`src/rtl/uvc_payload_scheduler.sv`:
```
// UVC isochronous IN packet sequencer: 12-byte payload header then FIFO data; first TX_VAL_O 1 cycle after EP_REQ_I.
// Stalls on !TX_RDY_I with TX_DAT_O held; FIFO is only popped on an accepted data byte.
module uvc_payload_scheduler #(
  parameter int HEADER_LEN   = 12,
  parameter int PAYLOAD_SIZE = 1024,
  parameter int FRAME_SIZE   = 640*480*2
) (
  input  logic        CLK_I,
  input  logic        RST_I,
  input  logic        EP_REQ_I,
  input  logic [7:0]  FIFO_DAT_I,
  input  logic        FIFO_EMPTY_I,
  input  logic [15:0] FIFO_CNT_I,
  output logic        FIFO_RD_O,
  input  logic [7:0]  FRAME_I,
  input  logic [31:0] PTS_I,
  input  logic [10:0] SOF_CNT_I,
  output logic [7:0]  TX_DAT_O,
  output logic        TX_VAL_O,
  input  logic        TX_RDY_I,
  output logic        TX_LAST_O,
  output logic [10:0] TX_LEN_O,
  output logic        BUSY_O
);

  localparam logic [1:0] ST_IDLE = 2'd0;
  localparam logic [1:0] ST_HDR  = 2'd1;
  localparam logic [1:0] ST_DATA = 2'd2;
  localparam logic [1:0] ST_DONE = 2'd3;

  localparam logic [31:0] FRAME_LEN = 32'(FRAME_SIZE);
  localparam logic [31:0] MAX_DATA  = 32'(PAYLOAD_SIZE - HEADER_LEN);
  localparam logic [10:0] HDR_LEN11 = 11'(HEADER_LEN);
  localparam logic [3:0]  HDR_LAST  = 4'(HEADER_LEN - 1);

  logic [1:0]  state;
  logic [3:0]  idx;
  logic [15:0] dcnt;
  logic [15:0] n_r;
  logic        eof_r;
  logic        fid;
  logic [31:0] remain;
  logic [31:0] stc;
  logic [31:0] stc_l;
  logic [10:0] sof_l;
  logic [31:0] pts_r;

  logic [31:0] chunk;
  logic [15:0] n_next;
  logic        accept;
  logic [7:0]  hdr_byte;

  // FID is generated here, and empty can't occur in DATA since n never exceeds the FIFO count at request time.
  logic unused_inputs;
  assign unused_inputs = ^{FRAME_I, FIFO_EMPTY_I};

  assign chunk  = (remain < MAX_DATA) ? remain : MAX_DATA;
  assign n_next = ({16'd0, FIFO_CNT_I} >= chunk) ? chunk[15:0] : 16'd0;

  assign TX_VAL_O  = (state == ST_HDR) || (state == ST_DATA);
  assign accept    = TX_VAL_O && TX_RDY_I;
  assign FIFO_RD_O = (state == ST_DATA) && TX_RDY_I;
  assign BUSY_O    = (state != ST_IDLE);

  always_comb begin
    hdr_byte = 8'h00;
    case (idx)
      4'd0:    hdr_byte = 8'h0C;
      4'd1:    hdr_byte = 8'h8C | {6'd0, eof_r, fid};
      4'd2:    hdr_byte = pts_r[7:0];
      4'd3:    hdr_byte = pts_r[15:8];
      4'd4:    hdr_byte = pts_r[23:16];
      4'd5:    hdr_byte = pts_r[31:24];
      4'd6:    hdr_byte = stc_l[7:0];
      4'd7:    hdr_byte = stc_l[15:8];
      4'd8:    hdr_byte = stc_l[23:16];
      4'd9:    hdr_byte = stc_l[31:24];
      4'd10:   hdr_byte = sof_l[7:0];
      4'd11:   hdr_byte = {5'd0, sof_l[10:8]};
      default: hdr_byte = 8'h00;
    endcase
  end

  always_comb begin
    TX_DAT_O  = 8'h00;
    TX_LAST_O = 1'b0;
    case (state)
      ST_HDR: begin
        TX_DAT_O  = hdr_byte;
        TX_LAST_O = (idx == HDR_LAST) && (n_r == 16'd0);
      end
      ST_DATA: begin
        TX_DAT_O  = FIFO_DAT_I;
        TX_LAST_O = (dcnt == n_r - 16'd1);
      end
      default: begin
        TX_DAT_O  = 8'h00;
        TX_LAST_O = 1'b0;
      end
    endcase
  end

  always_ff @(posedge CLK_I or posedge RST_I) begin
    if (RST_I) begin
      stc <= 32'd0;
    end else begin
      stc <= stc + 32'd1;
    end
  end

  always_ff @(posedge CLK_I or posedge RST_I) begin
    if (RST_I) begin
      state    <= ST_IDLE;
      idx      <= 4'd0;
      dcnt     <= 16'd0;
      n_r      <= 16'd0;
      eof_r    <= 1'b0;
      fid      <= 1'b0;
      remain   <= FRAME_LEN;
      stc_l    <= 32'd0;
      sof_l    <= 11'd0;
      pts_r    <= 32'd0;
      TX_LEN_O <= 11'd0;
    end else begin
      case (state)
        ST_IDLE: begin
          if (EP_REQ_I) begin
            n_r      <= n_next;
            TX_LEN_O <= HDR_LEN11 + n_next[10:0];
            stc_l    <= stc;
            sof_l    <= SOF_CNT_I;
            // PTS belongs to the frame, so only the first packet of a frame samples it.
            if (remain == FRAME_LEN) pts_r <= PTS_I;
            eof_r    <= (n_next != 16'd0) && ({16'd0, n_next} == remain);
            idx      <= 4'd0;
            dcnt     <= 16'd0;
            state    <= ST_HDR;
          end
        end
        ST_HDR: begin
          if (accept) begin
            if (idx == HDR_LAST) begin
              idx   <= 4'd0;
              state <= (n_r == 16'd0) ? ST_DONE : ST_DATA;
            end else begin
              idx <= idx + 4'd1;
            end
          end
        end
        ST_DATA: begin
          if (accept) begin
            if (dcnt == n_r - 16'd1) begin
              dcnt   <= 16'd0;
              remain <= remain - {16'd0, n_r};
              state  <= ST_DONE;
            end else begin
              dcnt <= dcnt + 16'd1;
            end
          end
        end
        default: begin
          if (eof_r) begin
            fid    <= ~fid;
            remain <= FRAME_LEN;
          end
          state <= ST_IDLE;
        end
      endcase
    end
  end

endmodule

```
`config.mk`:
```
export PLATFORM = sky130hd
export DESIGN_NAME = uvc_payload_scheduler
export DESIGN_NICKNAME = d
export VERILOG_FILES = /design/src/rtl/uvc_payload_scheduler.sv
export SDC_FILE = /design/constraint.sdc
export NUM_CORES = 1
export LEC_CHECK = 0
export ABC_AREA = 1
export CAP_MARGIN = 15
export CORE_MARGIN = 2
export CORE_UTILIZATION = 40
export CTS_CLUSTER_DIAMETER = 50
export DETAILED_ROUTE_END_ITERATION = 8
export PLACE_DENSITY = 0.62
export SLEW_MARGIN = 20
export SYNTH_ARGS = -nofsm -noshare
export SYNTH_HDL_FRONTEND = slang
export SYNTH_SLANG_ARGS = --single-unit
```
`constraint.sdc`:
```
create_clock -name CLK_I -period 5.8 [get_ports CLK_I]
set_input_delay 0.87 -clock CLK_I [delete_from_list [all_inputs] [get_ports CLK_I]]
set_output_delay 0.87 -clock CLK_I [all_outputs]
set_load 0.1 [all_outputs]
```
## Yosys cells after proc, flatten, opt, wreduce, memory -nomap -nowiden

Cells that the tools add are included.

- Flip-flop bits (word level): 190
- Input bits: 80
- Output and inout bits: 23
- Word-level logic and storage cells: 90

- Add/sub/neg operators: 6
- Magnitude comparators: 2
- Eq/ne operators: 21
- Muxes and demuxes: 24
- Bitwise gates (word level): 3
- Reductions and logical operators: 22

Operators by type and width:

| kind | number |
|---|---|
| $mux W32 | 4 |
| $pmux W8 S12 | 1 |
| $mux W16 | 4 |
| $pmux W32 S2 | 1 |
| $add A32 B1 Y32 const B | 1 |
| $eq A16 B32 Y1 | 1 |
| $eq A32 B20 Y1 const B | 1 |
| $ge A16 B32 Y1 | 1 |
| $lt A32 B10 Y1 const B | 1 |
| $pmux W16 S2 | 1 |
| $sub A32 B16 Y32 | 1 |
| $add A16 B1 Y16 const B | 1 |
| $eq A16 B16 Y1 | 1 |
| $eq A4 B3 Y1 const B | 4 |
| $eq A4 B4 Y1 const B | 4 |
| $logic_not A16 Y1 | 1 |
| $pmux W8 S2 | 1 |
| $reduce_bool A16 Y1 | 1 |
| $sub A16 B1 Y16 const B | 1 |
| $mux W4 | 3 |
| $add A4 B11 Y11 const A | 1 |
| $mux W2 | 5 |
| $reduce_and A3 Y1 | 3 |
| $eq A4 B2 Y1 const B | 2 |
| other kinds (21) | 33 |

## Longest topological paths before layout

- Depth in word-level cells: 6
- Gate-level depth with buffers: 27

## Worst setup path before layout

Ideal clock, no wire load.

- Path kind: flip-flop to output port
- Start: register state[0]
- End: output port TX_DAT_O[0]
- Data arrival time: 3.312 ns
- Slack: 1.618 ns
- Cell stages (with the launch flop): 5
- Cells stage by stage: dfrtp_1 > inv_1 > ha_1 > clkinv_1 > a21oi_1

- Word-level cells in the longest chain between the ends: 2
- Elaborated cells on any way between the ends: 3
- Those cells by class: eq/ne: 2; mux: 1

Ends and longest elaborated chain:

| element | RTL line | text |
|---|---|---|
| from (decl) | 36 | `logic [1:0] state;` |
| from (signal assigned) | 144 | `state <= (n_r == 16'd0) ? ST_DONE : ST_DATA;` |
| $eq A2 B2 Y1 or $eq A2 B1 Y1 (tied branches) | 87 | `case (state)` |
| $pmux W8 S2 (*) | 87 |  |
| to (decl) | 18 | `output logic [7:0] TX_DAT_O,` |

Mark *: on every way between the ends. The rest lies on a longest branch, timed or not.

==> impl_results.md <==
* Outcome: complete, no violations
* Initial antenna violation count at 0
* Longest Clk Path Bufs at 2
* Vias/cell at 5.05
* Synth warn at 0
* Clk Latency, worst-skew pair at around 0.45 ns
* ANT cells at 0
* Nets@finish at 1,763
* TritonRoute pass-1 iters at 5
* Worst EP required at 4.93 ns
* CP endpoint kind: primary output
* Post-Place Worst Slack at 1.72 ns
* Setup ws final at ~1.3 ns
* Total power at 6.51 mW
* Post-CTS Hold Buffers at 0
* Die outline height at 174 um
* Pins Over Slew Limit at 0
* Fin crit share at 78.0%
* Hold_ws at between 0.4 and 0.5 ns
* Combinational power share at 52.9%
* Io pins at about 100
* Crit-path slowest cell: clkdlybuf4s50_1
* Type of the worst min-delay path: reg2reg
* Reg power frac at 29.1%
* Net Switching at 3.28 mW
* Asr flop ratio synth at 100%
* Leak at roughly 6.6 nW
* Post-route ant nets at 0
* Slew @ Worst Pin at 1.01 ns
* Finished Core Util at 47.2%
* Max-Cap Viols at 0
* TritonCTS buffer count at 17
* Starting DRT DRC Count at 716
* Gpl congestion at about 0.94
* Vias in the first global route at 10,146
* Avg Cell Area, Syn at 7.47 um^2
* Die Span X at 174 um
* Layout cells sized above 1 at 7.09%
* PortBufs at 93
* Crit Path Max Fanout at 4
* Drt wl/cell at 15.1 um
* Area leader, netlist: dfrtp_1
* First-pass GRT wire length at between 50,000 and 60,000 um
* Synth Register Bits at 188
* Post_cts resized at 0
* Core Area at 28,600 um^2
* Highest clock rate at 221 MHz
* Main synth FF type: dfrtp_1
* Most frequent CP cell: nand2_1
* TritonCTS clock tree: done
* Mapped cell area at roughly 12,000 um^2
* Fillers at 2,815
* Final hold vios at 0
* Fraction of power spent switching nets at 50.4%
* PwrDens at 482 nW/um^2
* Initial Util at 40.5%
* Final Setup Violations at 0
* Kind of critical path: reg2out
* Area added between synthesis and finish at 16.6%
* Slew margin rel. at between 30% and 40%
* P_int at between 3 and 4 mW
* Full die area at between 30,000 and 40,000 um^2
* Slowest stage delay, CP at 1.17 ns
* Crit-path cells: inv_1 > ha_1 > nand2_2 > nor2_2 > nand2_1 > nand2_1 > nand2_1 > nand2_1 > nand2_1 > nor2_1 > nand2_1 > nor2_4 > nand3_1 > a21oi_1 > clkdlybuf4s50_1
* Clock Pin Slew Worst Setup and Hold Paths at 0.07 ns
* Post-layout min period at 4.53 ns
* RSZ-0062 raised after global routing: false
* Row cnt at 62
* Clock tree sinks at 188
* Post-synth EDFFs at 0
* Number of remaining DRC errors at 0
* Synth area leaders: dfrtp_1 40%, nand2_1 15%, nand3_1 6.2%
* Synth unique cells at 45
* Largest net degree at the start of global routing at 189
* Maximum VDD drop at 0.275 mV
* CTS root buf: clkbuf_16
* Gr ovfl total at 0
* Share of the synthesized area in the top cell type at 39.8%
* Layout Skew at 0.0177 ns
* Most frequent cells in the layout: 459 x nand2_1, 184 x dfrtp_1, 170 x inv_1
* Clock network fraction of design power at 18.0%
* Post-DP HPWL at around 23,000 um
* GRT Total Usage at 21.2%
* Mapped Cells at 1,551
* Via Count at 10,277
* Type of origin of the critical path: flop
* Commonest non-fill, non-tap cell in the layout: nand2_1
* Total wire length at 30,800 um
* Critical path arrival at 3.66 ns
* Sequential area share after synthesis at 40.7%
* Setup TNS at 0 ns
* Post-CTS setup buffer count at 0
* Number of H-tree levels at 4
registers in the layout, indices dropped and copies added, names as in the netlist:
signal and cells:
TX_LEN_O 11, dcnt 16, eof_r 1, fid 1, idx 4, n_r 14
pts_r 32, remain 32, sof_l 11, state 2, stc 32, stc_l 32
worst max-delay path, delay by kind of cell, from the launching register on:
| family | cells | cell delay, ns |
|---|---|---|
| adder cells (fa/ha/maj) | 1 | 0.22 |
| buffers and inverters | 2 | 1.32 |
| AND/OR/NAND/NOR | 11 | 1.04 |
| AO/OA/AOI/OAI | 1 | 0.21 |
| flip-flops | 1 | 0.42 |
synth_stat cells (5+ instances only):
cell type and instances:
mux2_2 32, a21oi_1 61, o21ai_0 76, a221oi_1 18, xnor2_1 9, inv_2 9, buf_1 5, inv_1 171
nor2_1 144, xor2_1 45, nand2_1 460, ha_1 44, buf_6 6, nor3_1 27, nor2_4 6, nand3_1 143
dfrtp_1 184, clkbuf_1 23, nor2_2 8, nor4_1 7, nand4_1 20, nand2_2 7
cells by family after synthesis:
| family | after synthesis | synth area share (%) |
|---|---|---|
| simple gates | 836 | 31.0 |
| fa+ha+maj | 45 | 4.93 |
| other cells | 1 | 0.0324 |
| flops | 188 | 40.7 |
| compound gates | 174 | 8.49 |
| buf+inv | 221 | 7.64 |
| xor+xnor | 54 | 4.08 |
| mux | 32 | 3.11 |
routing by layer:
layer | wire length (um) | vias to the layer above | GRT usage, %
met1 | 14500 | 4870 | 28.2
li1 | - | 5193 | -
met5 | 0 | - | 0
met3 | 963 | 31 | 3.24
met4 | 479 | 0 | 5.46
met2 | 14900 | 183 | 36.1
power groups by stage:
stage                     Sequential [mW]  Clock, mW  Combinational [mW]
after floorplan                      2.02          0                2.44
after global placement               1.91          0                3.38
after detailed placement             1.92          0                3.41
after CTS                            1.89       1.20                3.43
after global routing                 1.94       1.26                3.85
final                                1.89       1.17                3.44
stage by stage:
stage,cells,instance area (um^2)
final,2035,13500
after global routing,2035,13500
after CTS,2034,13500
after detailed placement,2002,12900
after global placement,2002,12900
after floorplan,1556,11600
worst paths after layout:
kind	cells after the start	start	slack, ns	end
min	1	stc[16]	0.47	stc[16]
max reg2reg	23	remain[26]	1.73	TX_LEN_O[8]
min reg2reg	1	stc[16]	0.47	stc[16]
max	15	TX_LEN_O[1]	1.27	TX_LAST_O
max in group asynchronous	4	RST_I	4.05	pts_r[24]
min in group asynchronous	3	RST_I	0.92	stc[25]
area by class of cell:
class	count	area [um^2]	share of cell area, %
multi-input combinational	1147	6010	44.5
clock buffer	18	439	3.25
tap	384	480	3.56
timing repair buffer	101	1020	7.58
sequential	188	4710	34.9
clock inverter	14	146	1.08
inverter	183	691	5.12
Note: power is estimated with default switching activity, not from simulation.
